[src/rtl/counter_pkg.sv]
// rtl/counter_pkg.sv - shared counter constants and max-value helper
package counter_pkg;

    localparam int COUNTER_DEFAULT_WIDTH = 8;

    // All-ones value for widths up to 64; callers slice off the low bits they need.
    function automatic logic [63:0] counter_max(input int width);
        return (64'd1 << width) - 64'd1;
    endfunction

endpackage

[src/rtl/up_counter_if.sv]
// rtl/up_counter_if.sv - control/status bundle between a counter and its user
interface up_counter_if
    import counter_pkg::*;
#(
    parameter int WIDTH = COUNTER_DEFAULT_WIDTH
);
    logic             clear;
    logic             count;
    logic [WIDTH-1:0] Q;
    logic             tc;

    modport master (output clear, output count, input Q, input tc);
    modport slave  (input clear, input count, output Q, output tc);
endinterface

[src/rtl/up_counter.sv]
// rtl/up_counter.sv - binary up-counter with enable and sync clear; COUNTER_SATURATE_EN selects saturation
module up_counter
    import counter_pkg::*;
#(
    parameter int WIDTH = COUNTER_DEFAULT_WIDTH
) (
    input logic         clock,
    input logic         reset_n,
    up_counter_if.slave bus
);

    localparam logic [63:0]      MAX_FULL = counter_max(WIDTH);
    localparam logic [WIDTH-1:0] MAX_VAL  = MAX_FULL[WIDTH-1:0];

    logic [WIDTH-1:0] q;

    // clear outranks count; reset is the only asynchronous path
    always_ff @(posedge clock or negedge reset_n) begin
        if (!reset_n) begin
            q <= '0;
        end else if (bus.clear) begin
            q <= '0;
        end else if (bus.count) begin
`ifdef COUNTER_SATURATE_EN
            if (q != MAX_VAL) begin
                q <= q + 1'b1;
            end
`else
            q <= q + 1'b1;
`endif
        end
    end

    assign bus.Q  = q;
    assign bus.tc = (q == MAX_VAL);

endmodule

[src/flat_wrapper.sv]
// flat-port wrapper written by rule: the top's interface ports become plain ports
module up_counter_flat import counter_pkg::*;
#(
    parameter int WIDTH = COUNTER_DEFAULT_WIDTH
)
  (clock, reset_n, bus_clear, bus_count, bus_Q, bus_tc);
  up_counter_if #(.WIDTH(WIDTH)) bus_i ();
  input logic clock;
  input logic reset_n;
  input wire logic [$bits(bus_i.clear)-1:0] bus_clear;
  input wire logic [$bits(bus_i.count)-1:0] bus_count;
  output wire logic [$bits(bus_i.Q)-1:0] bus_Q;
  output wire logic [$bits(bus_i.tc)-1:0] bus_tc;
  assign bus_i.clear = bus_clear;
  assign bus_i.count = bus_count;
  assign bus_Q = bus_i.Q;
  assign bus_tc = bus_i.tc;
  up_counter #(.WIDTH(WIDTH)) u_core (.clock(clock), .reset_n(reset_n), .bus(bus_i));
endmodule
[config.mk]
export PLATFORM = sky130hd
export DESIGN_NAME = up_counter_flat
export DESIGN_NICKNAME = d
export VERILOG_FILES = /design/src/rtl/counter_pkg.sv /design/src/rtl/up_counter_if.sv /design/src/rtl/up_counter.sv /design/src/flat_wrapper.sv
export SDC_FILE = /design/constraint.sdc
export NUM_CORES = 1
export LEC_CHECK = 0
export ABC_AREA = 1
export CAP_MARGIN = 20
export CELL_PAD_IN_SITES_DETAIL_PLACEMENT = 1
export CELL_PAD_IN_SITES_GLOBAL_PLACEMENT = 2
export CORE_MARGIN = 3
export CORE_UTILIZATION = 27
export CTS_CLUSTER_DIAMETER = 50
export DETAILED_ROUTE_END_ITERATION = 8
export PLACE_DENSITY = 0.9
export SYNTH_ARGS = -nofsm -noshare
export SYNTH_HDL_FRONTEND = slang
export SYNTH_SLANG_ARGS = --single-unit
[constraint.sdc]
create_clock -name clock -period 2.15 [get_ports clock]
set_clock_uncertainty 0.1 [all_clocks]
set_input_delay 0.43 -clock clock [delete_from_list [all_inputs] [get_ports clock]]
set_output_delay 0.43 -clock clock [all_outputs]
set_load 0.02 [all_outputs]
# Yosys cells after proc, flatten, opt, wreduce, memory -nomap -nowiden
# Cells that the tools add are included.
dict set report op_classes {
  n_addsub 1
  n_eq_ne 1
  n_mux 2
  n_reduce_logical 1
}
# op count
set ops {}
lappend ops {{two-way mux 8 bit} 2}
lappend ops {{adder 8 x 1 -> 8 bit (second input constant)} 1}
lappend ops {{equality test 8 bit (second input constant)} 1}
lappend ops {{nonzero test 2 bit} 1}
dict set report word_totals {
  reg_bits 8
  inputBits 4
  out_inout_bits 9
  word_cells 6
}

# Depth between registers and ports, before layout
dict set report logic_depth {
  word_depth 3
  mapped_depth 7
  depth_no_buf 7
}

# Worst setup path before layout
# No wires, ideal clock.
dict set report synth_path {
  path_type {reg2out}
  startpoint {register u_core.q[1], in the netlist u_core.bus.Q[1]}
  endpoint {output port bus_tc}
  arrival_ns 1.129
  required_ns 1.620
  slack_ns 0.491
  stages_incl_launch_ff 5
  path_buffers 0
  path_cell_list {dfrtp_1 ha_1 nand2_1 inv_1 and3_1}
}
dict set report synth_via {
  elab_chain_cells 1
}
# element line
set synth_rtl {}
lappend synth_rtl {{start, declared} up_counter.sv:15} ;# logic [WIDTH-1:0] q;
lappend synth_rtl {{start signal, assigned} up_counter.sv:29} ;# q <= q + 1'b1;
lappend synth_rtl {{equality test 8 bit} up_counter.sv:35} ;# assign bus.tc = (q == MAX_VAL);
lappend synth_rtl {{end, declared} flat_wrapper.sv:13} ;# output wire logic [$bits(bus_i.tc)-1:0] bus_tc;
# No other way between the ends.

# Final worst setup path
dict set report layout_path {
  startpoint {register u_core.q[0], in the netlist u_core.bus.Q[0]}
  endpoint {output port bus_tc}
}
# Same word-level chain as after synthesis.

==> metrics.md <==
| Metric | Value |
|---|---|
| Maximum clock rate | 0.496 GHz |
| Drt first pass iters | 2 |
| Total CTS buffers | 3 |
| Critical path data arrival time | 1.49 ns |
| Req. time, crit path | 1.62 ns |
| Average footprint of a synthesized cell | 7.77 um2 |
| Via-to-Cell Ratio | 4.46 |
| Maximum clock path buffer count | 2 |
| Total routed wirelength | 1.23 mm |
| Hold violation count in the final report | 0 |
| Largest register FFs | 8 |
| Rel. slew slack | 0.735 |
| Post-CTS Hold Buffers | 0 |
| Net count of the finished layout | 88 |
| Maximum level of the CTS H-tree | 1 |
| Sinks on Clock Net | 8 |
| Syn-to-layout area delta | 41.8% |
| Worst-skew pair later-pin latency | 0.26 ns |
| Number of cells produced by synthesis | 62 |
| Port Buffers | 12 |
| Switching power | 0.0883 mW |
| Number of remaining DRC errors | 0 |
| Share of total power in sequential cells | 0.476 |
| Pleak | 0.316 nW |
| Setup total negative slack | 0 ns |
| Vias | 468 |
| Count of cell types in the netlist | 17 |
| Total standard cell area after synthesis | 482 um2 |
| Clock network power share | 0.372 |
| Multi-input gate area | 240 um2 |
| Reg-to-reg critical path endpoint | u_core.bus.Q[5] |
| Slowest stage delay, CP | 0.38 ns |
| Final Power | 0.327 mW |
| Sum of overflow across all layers after global routing | 0 |
| Slowest-stage cell, CP | dfrtp_1 |
| Number of global-route vias before repair | 438 |
| Reg2reg path depth | 6 |
| Number of warnings reported in the yosys synthesis log | 0 |
| Endpoint type of the worst setup path | output port |
| CTS root buffer | clkbuf_4 |
| Fraction of power spent switching nets | 0.270 |
| Height of the chip | 48.2 um |
| Yosys reg bits | 8 |
| Min cycle time layout | 2.02 ns |
| Setup repair after global routing missed its margin | no |
| Half-perimeter wire length after placement | 966 um |
| Layout fillers | 198 |
| Worst-case vdd ir drop | 0.000199 V |
| Initial antenna violation count | 0 |
| Die extent in x | 48.2 um |
| Final weighted congestion in routability-driven placement | 0.739 |
| Routed wire length per instance | 11.7 um |
| Starting density of the core | 0.302 |
| Beginning of the worst register-to-register path | u_core.bus.Q[0] |
| Hold Crit Class | primary input to asynchronous set/reset pin |
| Power share of the combinational group | 0.152 |
| Count of final max-slew check failures | 0 |
| Critical-path maximum fanout | 3 |
| Number of DRC markers after the initial detailed-route iteration | 2 |
| Endpoint of the most critical setup path | bus_tc |
| Max cap viols | 0 |
| Global-route wire length before repair | 1.93 mm |
| Fin util | 0.429 |
| Register area share after synthesis | 0.416 |
| Final ANT Viol Nets | 0 |
| Total Die Area | 0.00233 mm2 |
| Power per cell area | 479 mW/mm2 |
| Share of post-route cells with drive strength above 1 | 0.210 |
| Minimum setup slack among reg-to-reg paths | 1.00 ns |
| Origin of the worst setup path | u_core.bus.Q[0] |
| CTS tree | built |
| Largest net degree at the start of global routing | 9 |
| Number of placement rows | 14 |
| Antenna diode count | 0 |
| Core area | 0.00159 mm2 |
| Final period utilization | 0.938 |
| Result of the run | complete, no violations |
| Count of pins on the block boundary | 13 |
| Pin slew with the least headroom to its limit | 0.397 ns |
| Internal power of the cells | 0.239 mW |
| Clock input transition at the sequential cells of the worst setup and hold paths | 0.06 ns |
| Path type of the worst setup path | register to output port |
| Global-route total usage across every layer | 0.129 |
| Cells along the critical path | ha_1 > nand2_1 > inv_1 > and3_1 > dlygate4sd2_1 |
| # setup viols final | 0 |
| Area occupied by registers | 200 um2 |
| Sort of element at the start of the critical path | register |
| Post-Synthesis Net Count | 67 |
## layer usage
metal  track usage  part of all wire  vias to the layer above
li1              -                 -                      236
met1         0.155              0.47                      218
met2         0.195              0.47                       12
met3        0.0443             0.051                        2
met4        0.0806             0.011                        0
met5             0                 0                        -
## worst max-delay path, delay by kind of cell (launching register included)
kind / cells / cell delay (ns)
AND/OR/NAND/NOR: 2 / 0.26
adder cells (fa/ha/maj): 1 / 0.23
flip-flops: 1 / 0.38
buffers and inverters: 2 / 0.36
## through the flow
step                      area [um2]  std cells  hold WS, ns  worst slack [ns]
after floorplan                  482         62       0.0344             0.491
after global placement           662        102        0.426             0.215
after detailed placement         662        102        0.438             0.192
after CTS                        683        105        0.374             0.116
after global routing             683        105        0.393            0.0138
final                            683        105        0.359             0.133
## Yosys cell counts, drive strengths merged
cell,count,area (um2)
nor3b,1,7.51
a21oi,2,10.0
nand2,12,52.6
o21ai,3,15.0
and3,1,6.26
dfrtp,8,200
inv,11,41.3
nor2,13,76.3
nor3,1,5.00
nand3,9,55.1
ha,1,12.5
## cell families (layout without fill, tap and decap cells)
logic type               Yosys count  count (layout)  synth area share
AND/OR/NAND/NOR                   37              37             0.421
flip-flops                         8               8             0.416
buffers and inverters             11              30            0.0857
AO/OA/AOI/OAI                      5               5            0.0519
adder cells (fa/ha/maj)            1               1            0.0260
## cell type report
class / instances / area share
multi-input combinational: 43 / 0.352
sequential: 8 / 0.293
timing repair buffer: 16 / 0.218
inverter: 11 / 0.0604
tap: 24 / 0.0440
clock buffer: 3 / 0.0330
## worst min path at each step
stage,startpoint,endpoint
4_1_cts,reset_n,u_core.bus.Q[7]
6_report,reset_n,u_core.bus.Q[5]
3_3_place_gp,u_core.bus.Q[4],u_core.bus.Q[4]
5_1_grt,reset_n,u_core.bus.Q[7]
2_1_floorplan,reset_n,u_core.bus.Q[0]
3_5_place_dp,u_core.bus.Q[4],u_core.bus.Q[4]
## power groups by stage
| stage | combinational (mW) | clock [mW] | sequential [mW] |
|---|---|---|---|
| 5_1_grt | 0.0545 | 0.133 | 0.156 |
| 6_report | 0.0497 | 0.122 | 0.156 |
| 3_3_place_gp | 0.0504 | 0 | 0.158 |
| 2_1_floorplan | 0.0163 | 0 | 0.165 |
| 4_1_cts | 0.0510 | 0.129 | 0.156 |
| 3_5_place_dp | 0.0505 | 0 | 0.159 |
## repair_timing
item / 4_1_cts / 5_1_grt
setup endpoints to repair: 1 / 0
setup buffers: 0 / 0
gates resized for setup: 1 / 0
## cells in the final DEF (no fill, tap or decap), types with 2 or more instances in the layout
cell type / n
nand2_1: 11
clkdlybuf4s50_1: 11
inv_1: 9
nor2_1: 8
dfrtp_1: 8
nand3_1: 7
buf_4: 4
nor2_4: 3
clkbuf_4: 3
nand3_2: 2
inv_2: 2
o21ai_1: 2
a21oi_1: 2
nor2_2: 2
(Power assumes the default switching activity.)
